--- src/rtl/lif_neuron_array.sv ---
// Time-multiplexed leaky integrate-and-fire neuron array sharing one decay/fire datapath.
// Optional per-neuron refractory counters are enabled by defining LIF_REFRACTORY_EN.
//
//   state | meaning
//   IDLE  | accepting accumulate/timestep commands
//   STEP  | decay-and-fire sweep, neuron k_q processed this cycle
module lif_neuron_array #(
   parameter int N_NEURONS    = 16,
   parameter int IDX_W        = 4,
   parameter int WEIGHT_W     = 8,
   parameter int VMEM_W       = 9,
   parameter int BETA_W       = 8,
   parameter int RESET_MODE   = 0,
   parameter int REFRAC_STEPS = 2
) (
   input  logic                       clk,
   input  logic                       rst_n,
   input  logic                       cmd_valid,
   output logic                       cmd_ready,
   input  logic                       cmd_op,
   input  logic [IDX_W-1:0]           cmd_idx,
   input  logic signed [WEIGHT_W-1:0] cmd_weight,
   input  logic [BETA_W-1:0]          beta,
   input  logic [VMEM_W-2:0]          v_th,
   output logic                       out_valid,
   output logic [IDX_W-1:0]           out_idx,
   output logic                       out_spike,
   output logic                       out_last
);

   localparam int IW = (N_NEURONS > 1) ? $clog2(N_NEURONS) : 1;
   localparam int DW = VMEM_W + 1;
   localparam int PW = VMEM_W + BETA_W + 1;
   localparam logic signed [VMEM_W-1:0] VMAX = {1'b0, {(VMEM_W-1){1'b1}}};
   localparam logic signed [VMEM_W-1:0] VMIN = {1'b1, {(VMEM_W-1){1'b0}}};

   typedef enum logic [0:0] {IDLE, STEP} state_t;

   state_t                    state_q, state_d;
   logic [IDX_W-1:0]          k_q, k_d;
   logic [BETA_W-1:0]         beta_q, beta_d;
   logic [VMEM_W-2:0]         vth_q, vth_d;
   logic signed [VMEM_W-1:0]  vmem_q [N_NEURONS];
   logic                      out_valid_q, out_valid_d;
   logic [IDX_W-1:0]          out_idx_q, out_idx_d;
   logic                      out_spike_q, out_spike_d;
   logic                      out_last_q, out_last_d;

   logic [IDX_W-1:0]          rd_idx;
   logic                      rd_ok;
   logic signed [VMEM_W-1:0]  v_cur;
   logic                      refr_busy;
   logic                      accept;
   logic                      last_k;
   logic signed [DW-1:0]      sum;
   logic signed [VMEM_W-1:0]  sum_sat;
   logic signed [PW-1:0]      prod;
   logic signed [VMEM_W-1:0]  dec;
   logic signed [DW-1:0]      diff;
   logic                      spike;
   logic                      wr_en;
   logic signed [VMEM_W-1:0]  wr_data;

   assign cmd_ready = (state_q == IDLE);
   assign accept    = cmd_valid && cmd_ready;
   assign last_k    = (int'(k_q) == N_NEURONS - 1);

   // Single read port: the sweep index in STEP, the command index otherwise.
   always_comb begin
      rd_idx = (state_q == STEP) ? k_q : cmd_idx;
      rd_ok  = (int'(rd_idx) < N_NEURONS);
      v_cur  = rd_ok ? vmem_q[rd_idx[IW-1:0]] : '0;
   end

   always_comb begin
      sum = DW'(v_cur) + DW'(cmd_weight);
      if (sum[DW-1] != sum[DW-2]) sum_sat = sum[DW-1] ? VMIN : VMAX;
      else                        sum_sat = sum[VMEM_W-1:0];
      prod  = PW'(v_cur) * $signed(PW'({1'b0, beta_q}));
      dec   = VMEM_W'(prod >>> BETA_W);
      diff  = DW'(dec) - $signed(DW'({1'b0, vth_q}));
      spike = !diff[DW-1] && !refr_busy;
   end

   always_comb begin
      state_d     = state_q;
      k_d         = k_q;
      beta_d      = beta_q;
      vth_d       = vth_q;
      wr_en       = 1'b0;
      wr_data     = '0;
      out_valid_d = 1'b0;
      out_idx_d   = '0;
      out_spike_d = 1'b0;
      out_last_d  = 1'b0;
      case (state_q)
         IDLE: begin
            if (accept) begin
               if (cmd_op) begin
                  beta_d  = beta;
                  vth_d   = v_th;
                  k_d     = '0;
                  state_d = STEP;
               end else if (rd_ok && !refr_busy) begin
                  wr_en   = 1'b1;
                  wr_data = sum_sat;
               end
            end
         end
         STEP: begin
            wr_en       = 1'b1;
            out_valid_d = 1'b1;
            out_idx_d   = k_q;
            out_spike_d = spike;
            out_last_d  = last_k;
            if (refr_busy)  wr_data = '0;
            else if (spike) wr_data = (RESET_MODE == 1) ? VMEM_W'(diff) : '0;
            else            wr_data = dec;
            if (last_k) begin
               state_d = IDLE;
               k_d     = '0;
            end else begin
               k_d = k_q + 1'b1;
            end
         end
         default: state_d = IDLE;
      endcase
   end

   always_ff @(posedge clk or negedge rst_n) begin
      if (!rst_n) begin
         state_q     <= IDLE;
         k_q         <= '0;
         beta_q      <= '0;
         vth_q       <= '0;
         out_valid_q <= 1'b0;
         out_idx_q   <= '0;
         out_spike_q <= 1'b0;
         out_last_q  <= 1'b0;
      end else begin
         state_q     <= state_d;
         k_q         <= k_d;
         beta_q      <= beta_d;
         vth_q       <= vth_d;
         out_valid_q <= out_valid_d;
         out_idx_q   <= out_idx_d;
         out_spike_q <= out_spike_d;
         out_last_q  <= out_last_d;
      end
   end

   always_ff @(posedge clk or negedge rst_n) begin
      if (!rst_n) begin
         for (int i = 0; i < N_NEURONS; i++) vmem_q[i] <= '0;
      end else if (wr_en) begin
         vmem_q[rd_idx[IW-1:0]] <= wr_data;
      end
   end

`ifdef LIF_REFRACTORY_EN
   localparam int RW = (REFRAC_STEPS > 1) ? $clog2(REFRAC_STEPS + 1) : 1;
   logic [RW-1:0] refr_q [N_NEURONS];

   assign refr_busy = rd_ok && (refr_q[rd_idx[IW-1:0]] != '0);

   // Counters only move during a sweep; accumulates merely consult them.
   always_ff @(posedge clk or negedge rst_n) begin
      if (!rst_n) begin
         for (int i = 0; i < N_NEURONS; i++) refr_q[i] <= '0;
      end else if (state_q == STEP) begin
         if (refr_busy)  refr_q[rd_idx[IW-1:0]] <= refr_q[rd_idx[IW-1:0]] - RW'(1);
         else if (spike) refr_q[rd_idx[IW-1:0]] <= RW'(REFRAC_STEPS);
      end
   end
`else
   assign refr_busy = 1'b0;
`endif

   assign out_valid = out_valid_q;
   assign out_idx   = out_idx_q;
   assign out_spike = out_spike_q;
   assign out_last  = out_last_q;

endmodule

--- config.mk ---
export PLATFORM = sky130hd
export DESIGN_NAME = lif_neuron_array
export DESIGN_NICKNAME = d
export VERILOG_FILES = /design/src/rtl/lif_neuron_array.sv
export SDC_FILE = /design/constraint.sdc
export NUM_CORES = 1
export LEC_CHECK = 0
export ABC_AREA = 1
export CORE_UTILIZATION = 56
export CTS_CLUSTER_SIZE = 28
export DETAILED_ROUTE_END_ITERATION = 6
export GPL_TIMING_DRIVEN = 0
export PLACE_DENSITY_LB_ADDON = 0.08
export SYNTH_ARGS = -nofsm -noshare
export SYNTH_HDL_FRONTEND = slang
export SYNTH_SLANG_ARGS = --single-unit
export TNS_END_PERCENT = 10
--- constraint.sdc ---
create_clock -name clk -period 7.6 [get_ports clk]
set_clock_uncertainty 0.05 [all_clocks]
set_input_delay 0.76 -clock clk [delete_from_list [all_inputs] [get_ports clk]]
set_output_delay 0.76 -clock clk [all_outputs]
set_load 0.01 [all_outputs]
Yosys cells after proc, flatten, opt, wreduce, memory -nomap -nowiden
Index checks and enable logic that the tools add are counted.
{"block": "totals", "word_cells": 69, "regBits": 172, "out_inout_bits": 8, "inputBits": 32}
{"block": "op_classes", "n_addsub": 3, "order_cmp": 2, "n_eq_ne": 4, "mul": 1, "mux": 28, "n_reduce_logical": 5, "n_bitwise": 2}
{"operator": "144-bit bitwise mux", "count": 1}
{"operator": "9-bit two-way mux", "count": 8}
{"operator": "9-bit binary-select mux with 4-bit select", "count": 1}
{"operator": "9-bit demux with 4-bit select", "count": 1}
{"operator": "4-bit two-way mux", "count": 5}
{"operator": "9-bit one-hot mux with 2 select lines", "count": 1}
{"operator": "9-bit by 9-bit multiplier with 17-bit output", "count": 1}
{"operator": "9-bit by 8-bit adder with 10-bit output", "count": 1}
{"operator": "9-bit by 9-bit subtractor with 10-bit output", "count": 1}
{"operator": "1-bit two-way mux", "count": 8}
{"operator": "4-bit one-hot mux with 2 select lines", "count": 1}
{"operator": "5-bit >= comparator, second input constant", "count": 1}
{"operator": "5-bit by 1-bit less-than comparator with 1-bit output, second input constant", "count": 1}
{"operator": "4-bit inverter with 5-bit output", "count": 1}
{"operator": "4-bit by 1-bit adder with 4-bit output, second input constant", "count": 1}
{"operator": "4-bit by 1-bit equality test with 1-bit output, second input constant", "count": 1}
{"operator": "2-bit by 1-bit inequality test with 1-bit output, second input constant", "count": 2}
{"operator": "1-bit one-hot mux with 2 select lines", "count": 2}
{"operator": "3-bit AND reduction", "count": 1}
{"operator": "1-bit logical AND", "count": 2}
{"operator": "2-bit AND reduction", "count": 1}
{"operator": "1-bit zero test", "count": 1}
{"operator": "1-bit inequality test", "count": 1}
{"operator": "1-bit inverter", "count": 1}

Longest topological paths before layout
{"block": "depth", "ltp_word": 12, "depth_mapped": 49, "mapped_depth_nobuf": 44}

Worst setup path after synthesis
Ideal clock, no wire load.
{"block": "synth_timing", "path_kind": "input-to-reg", "startpoint": "input port cmd_idx[0]", "endpoint": "register vmem_q[30] in the netlist's numbering", "t_arrival_ns": 7.587, "path_stages": 42, "path_buffers": 4, "slack_ns": -0.102, "setup_ns": 0.065, "required_time_ns": 7.485, "path_cell_list": "nand2_1 > nand2_2 > buf_4 > nor2_1 > inv_1 > clkbuf_1 > buf_1 > o22ai_1 > o21ai_0 > nand4_1 > inv_1 > nand2_1 > fa_1 > fa_1 > inv_1 > fa_1 > inv_1 > fa_1 > [... 6 more ...] > or2_1 > and2_1 > ha_1 > nand2_1 > nor2_1 > a211oi_1 > nand2_1 > nand2_1 > nand2_1 > nand2_1 > nand2_1 > ha_1 > nor2_1 > nand3_1 > nand2_2 > buf_4 > nand2_1 > nand2_1"}
{"block": "synth_via", "elab_chain_len": 12, "word_cells_on_any_way": 21, "cone_classes": "add/sub (2); mul (1); order compare (2); eq/ne (1); mux (13); bitwise (1); reduce/logical (1)"}
{"item": "start, declared", "line": "21", "rtl": "input logic [IDX_W-1:0] cmd_idx,"}
{"item": "4-bit two-way mux *", "line": "70", "rtl": "rd_idx = (state_q == STEP) ? k_q : cmd_idx;"}
{"item": "4-bit inverter with 5-bit output (not written as such) *", "line": "72, 156"}
{"item": "branches (longest 9 deep; another with 9-bit by 9-bit multiplier with 17-bit output)"}
{"item": "144-bit bitwise mux *", "line": "156", "rtl": "vmem_q[rd_idx[IW-1:0]] <= wr_data;"}
{"item": "end signal, assigned by index", "line": "156"}
{"item": "end, declared", "line": "43", "rtl": "logic signed [VMEM_W-1:0] vmem_q [N_NEURONS];"}
Mark *: on every way between the ends. The select of a mux whose other input is x is not followed.
A chain may end at the register's enable or synchronous reset.

Final worst setup path
{"block": "layout_timing", "startpoint": "register state_q", "endpoint": "register vmem_q[79] in the netlist's numbering"}
{"block": "layout_via", "elab_chain_len": 12, "word_cells_on_any_way": 25, "cone_classes": "add/sub (2); mul (1); order compare (2); eq/ne (1); mux (15); bitwise (2); reduce/logical (2)"}
{"item": "start, declared", "line": "39", "rtl": "state_t state_q, state_d;"}
{"item": "start signal, assigned", "line": "141", "rtl": "state_q <= state_d;"}
{"item": "branches (longest 12 deep; another with 9-bit by 9-bit multiplier with 17-bit output)"}
Parallel ways; which one is timed is not known. The select of a mux whose other input is x is not followed.

==> results.py <==
metrics = {
    "outcome": {
        "run_status": "finished, violations left",
        "failed_checks": "negative setup slack",
    },
    "sta": {
        "setup_tns_ns": -3.509,
        "grt_setup_unrepaired": "true",
        "clock.fmax_ghz": 0.1303,
        "timing.final.max_slew_violations": 0,
        "fin_crit_ns": 7.674,
        "setup_viol": 92,
        "least_margin_pin_slew_ns": 0.7026,
        "finalWorstSetupSlack_ns": -0.07379,
        "relative_max_transition_margin": 0.5316,
        "fin_crit_sh": 1.010,
        "report.final.hold_viol_count": 0,
    },
    "worst_setup_path": {
        "cp-end-kind": "flip-flop",
        "required_time_of_the_critical_path_ns": 7.90,
        "crit_family": "adder cells",
        "arrival_worst_endpoint_ns": 7.97,
        "cpPeakStageDelay_ns": 0.57,
        "crit_path_start": "state_q",
        "crit_path_start_kind": "flip-flop",
        "max_fo_critical_path": 10,
        "rr_startpoint": "state_q",
        "critical_path.slowest_cell": "sky130_fd_sc_hd__fa_1",
        "timing.critical_path.buf_inv": 14,
        "kind_of_critical_path": "reg -> reg",
    },
    "synthesis": {
        "synth-seq-area-share": 0.3897,
        "synth_adder_area_share": 0.1584,
        "synthesized_cell_area_sq_um": 11040,
        "proportion_of_synthesized_area_in_mux_cells": 0,
        "post_synth.cell_area_avg_sq_um": 7.940,
        "synth_compound_area_frac": 0.1151,
        "synth_enable_flop_cells": 0,
        "synthesis.instances": 1391,
        "post_synth_xor_area_fraction": 0.01337,
        "ys_async_sr_fraction": 1.000,
        "number_of_distinct_standard_cells_referenced_by_the_synthesized_netlist": 45,
        "synth.ff_latch_count": 172,
        "synth.yosys.warnings": 0,
        "synthSimpleGateAreaFrac": 0.2356,
        "dominantRegCellSynth": "sky130_fd_sc_hd__dfrtp_1",
        "synthesis.nets": 1528,
        "synth_top_family_by_area": "simple AND/OR/NAND/NOR gates",
    },
    "drt": {
        "finalWirelength_um": 33970,
        "post_drt_wl_per_cell_um": 18.85,
        "via_per_inst": 5.696,
        "drc": 0,
        "antenna_left": 0,
        "number_of_detailed_routing_iterations_run_before_antenna_repair": 6,
        "number_of_vias_in_the_routed_layout": 10260,
        "detailedRoute.firstIterationViolations": 1055,
    },
    "cells_and_area": {
        "diodes": 0,
        "post_layout_nonfiller_instances": 1802,
        "layout.cells.most_common": "sky130_fd_sc_hd__nand2_1",
        "signed_area_change_from_the_synthesized_netlist_to_the_final_layout_pct": 26.39,
        "num-nets-final": 1667,
        "layout_cells_sized_above_1": 0.1874,
        "layout.cells.most_common_list": "sky130_fd_sc_hd__nand2_1, sky130_fd_sc_hd__dfrtp_1, sky130_fd_sc_hd__inv_1",
        "nFillCells": 1396,
    },
    "floorplan": {
        "floorplan.io_pins": 40,
        "core_area_sq_um": 19020,
        "chipHeight_um": 142.4,
        "fp.dieArea_sq_um": 20290,
        "floorplan.initialDensity": 0.5807,
        "core.rowCount": 50,
        "floorplan.die.width_um": 142.4,
    },
    "global_routing": {
        "grt_pass1_vias": 9759,
        "grt_first_pass_wirelength_um": 51220,
        "grt_max_degree": 107,
        "antenna_found_initial": 0,
        "global_route.usage.total": 0.3359,
        "gr-total-overflow": 0,
    },
    "clocking": {
        "tritoncts.num_buffers": 17,
        "cts_max_level": 4,
        "cts.sink_count": 172,
        "clk_root_buffer_cell": "sky130_fd_sc_hd__clkbuf_16",
        "cts_tree": "yes",
        "clock_latency_ns": 0.44,
        "cts-root-to-sink-buffers": 2,
        "cts_hold_buffers": 0,
        "clk_transition_reported_paths_ns": 0.07,
    },
    "place": {
        "place.detailed.hpwl_um": 22710,
        "dp.cells": 1691,
        "io_buffer_count": 39,
        "routabilityCongestion": 0.9770,
    },
    "min_path": {
        "timing.hold.worst.class": "in -> async",
    },
    "job": {
        "drv.max_cap_violation_count": 0,
    },
}
-- through the flow --
step	hold slack (ns)	instance area, sq um	worst slack (ns)	util
6_report	0.2129	13960	-0.07379	0.7339
5_1_grt	0.2495	13960	-0.3185	0.7339
4_1_cts	0.2426	13110	0.005319	0.6891
3_5_place_dp	0.3748	11800	-2.214	0.6202
3_3_place_gp	0.3689	11760	-2.277	0.6185
2_1_floorplan	0.3621	11050	0.01047	-
-- cell families (layout without fill, tap and decap cells) --
logic type,Yosys count,in the layout
xor gates and xnor gates,16,16
DFF,172,172
and+or+nand+nor,639,639
buffers and inverters,240,391
AOI/OAI and AO/OA,219,219
adders and majority gates,105,105
-- timing repair --
| item | CTS | global route |
|---|---|---|
| gates cloned | 2 | 0 |
| pin swaps | 23 | 70 |
| endpoints found under the hold margin | 0 | 0 |
| endpoints found under the setup margin | 145 | 144 |
| resized for setup | 102 | 158 |
| setup buffers | 41 | 41 |
-- sequential cells by signal, indices dropped and copies added, names as in the netlist --
register	flops
vmem_q	144
beta_q	8
vth_q	8
k_q	4
out_idx	4
out_last	1
out_spike	1
out_valid	1
state_q	1
-- area by class of cell --
| class | count | area, sq um | area share |
|---|---|---|---|
| Multi-Input combinational cell | 979 | 6400 | 0.4585 |
| Sequential cell | 172 | 4304 | 0.3084 |
| Timing Repair Buffer | 123 | 1241 | 0.08892 |
| Inverter | 192 | 733.2 | 0.05253 |
| Clock buffer | 18 | 429.2 | 0.03075 |
| Buffer | 45 | 366.6 | 0.02626 |
| Tap cell | 260 | 325.3 | 0.02331 |
| Clock inverter | 13 | 158.9 | 0.01138 |
-- synth_stat cells (7+ instances only) --
| library cell | n | share of area |
|---|---|---|
| sky130_fd_sc_hd__buf_2 | 16 | 0.0073 |
| sky130_fd_sc_hd__ha_1 | 47 | 0.053 |
| sky130_fd_sc_hd__o22ai_1 | 57 | 0.032 |
| sky130_fd_sc_hd__nand2_2 | 13 | 0.0074 |
| sky130_fd_sc_hd__a31oi_1 | 48 | 0.027 |
| sky130_fd_sc_hd__nand3_1 | 13 | 0.0059 |
| sky130_fd_sc_hd__xor2_1 | 9 | 0.0071 |
| sky130_fd_sc_hd__fa_1 | 58 | 0.11 |
| sky130_fd_sc_hd__dfrtp_1 | 172 | 0.39 |
| sky130_fd_sc_hd__clkbuf_1 | 21 | 0.0071 |
| sky130_fd_sc_hd__nand2_1 | 437 | 0.15 |
| sky130_fd_sc_hd__nor3_1 | 7 | 0.0032 |
| sky130_fd_sc_hd__inv_1 | 183 | 0.062 |
| sky130_fd_sc_hd__nand3b_1 | 11 | 0.0075 |
| sky130_fd_sc_hd__nor2_1 | 128 | 0.044 |
| sky130_fd_sc_hd__a21oi_1 | 24 | 0.011 |
| sky130_fd_sc_hd__o21ai_0 | 76 | 0.034 |
| sky130_fd_sc_hd__nand4_1 | 12 | 0.0068 |
-- routing by layer --
metal / vias to the layer above / global-route usage / share of wire / routed length, um
li1: 4727 / - / - / -
met1: 4946 / 0.4880 / 0.43 / 14610
met2: 510 / 0.5183 / 0.46 / 15690
met3: 81 / 0.04845 / 0.083 / 2826
met4: 0 / 0.1087 / 0.025 / 845
met5: - / 0 / 0 / 0
-- path summary, 6_finish.rpt --
check | slack [ns] | end | cells past startpoint
max in group asynchronous | 6.35 | vmem_q[105] | 2
worst max-delay path | -0.07 | vmem_q[79] | 44
worst max register to register | -0.07 | vmem_q[79] | 44
min in group clk | 0.42 | vmem_q[82] | 2
worst min register to register | 0.42 | vmem_q[82] | 2
worst min-delay path | 0.21 | out_idx[0] | 1
Power is left out: the tool's default activity adds up to more than one toggle a clock period on the data nets, which glitch-free logic cannot reach.
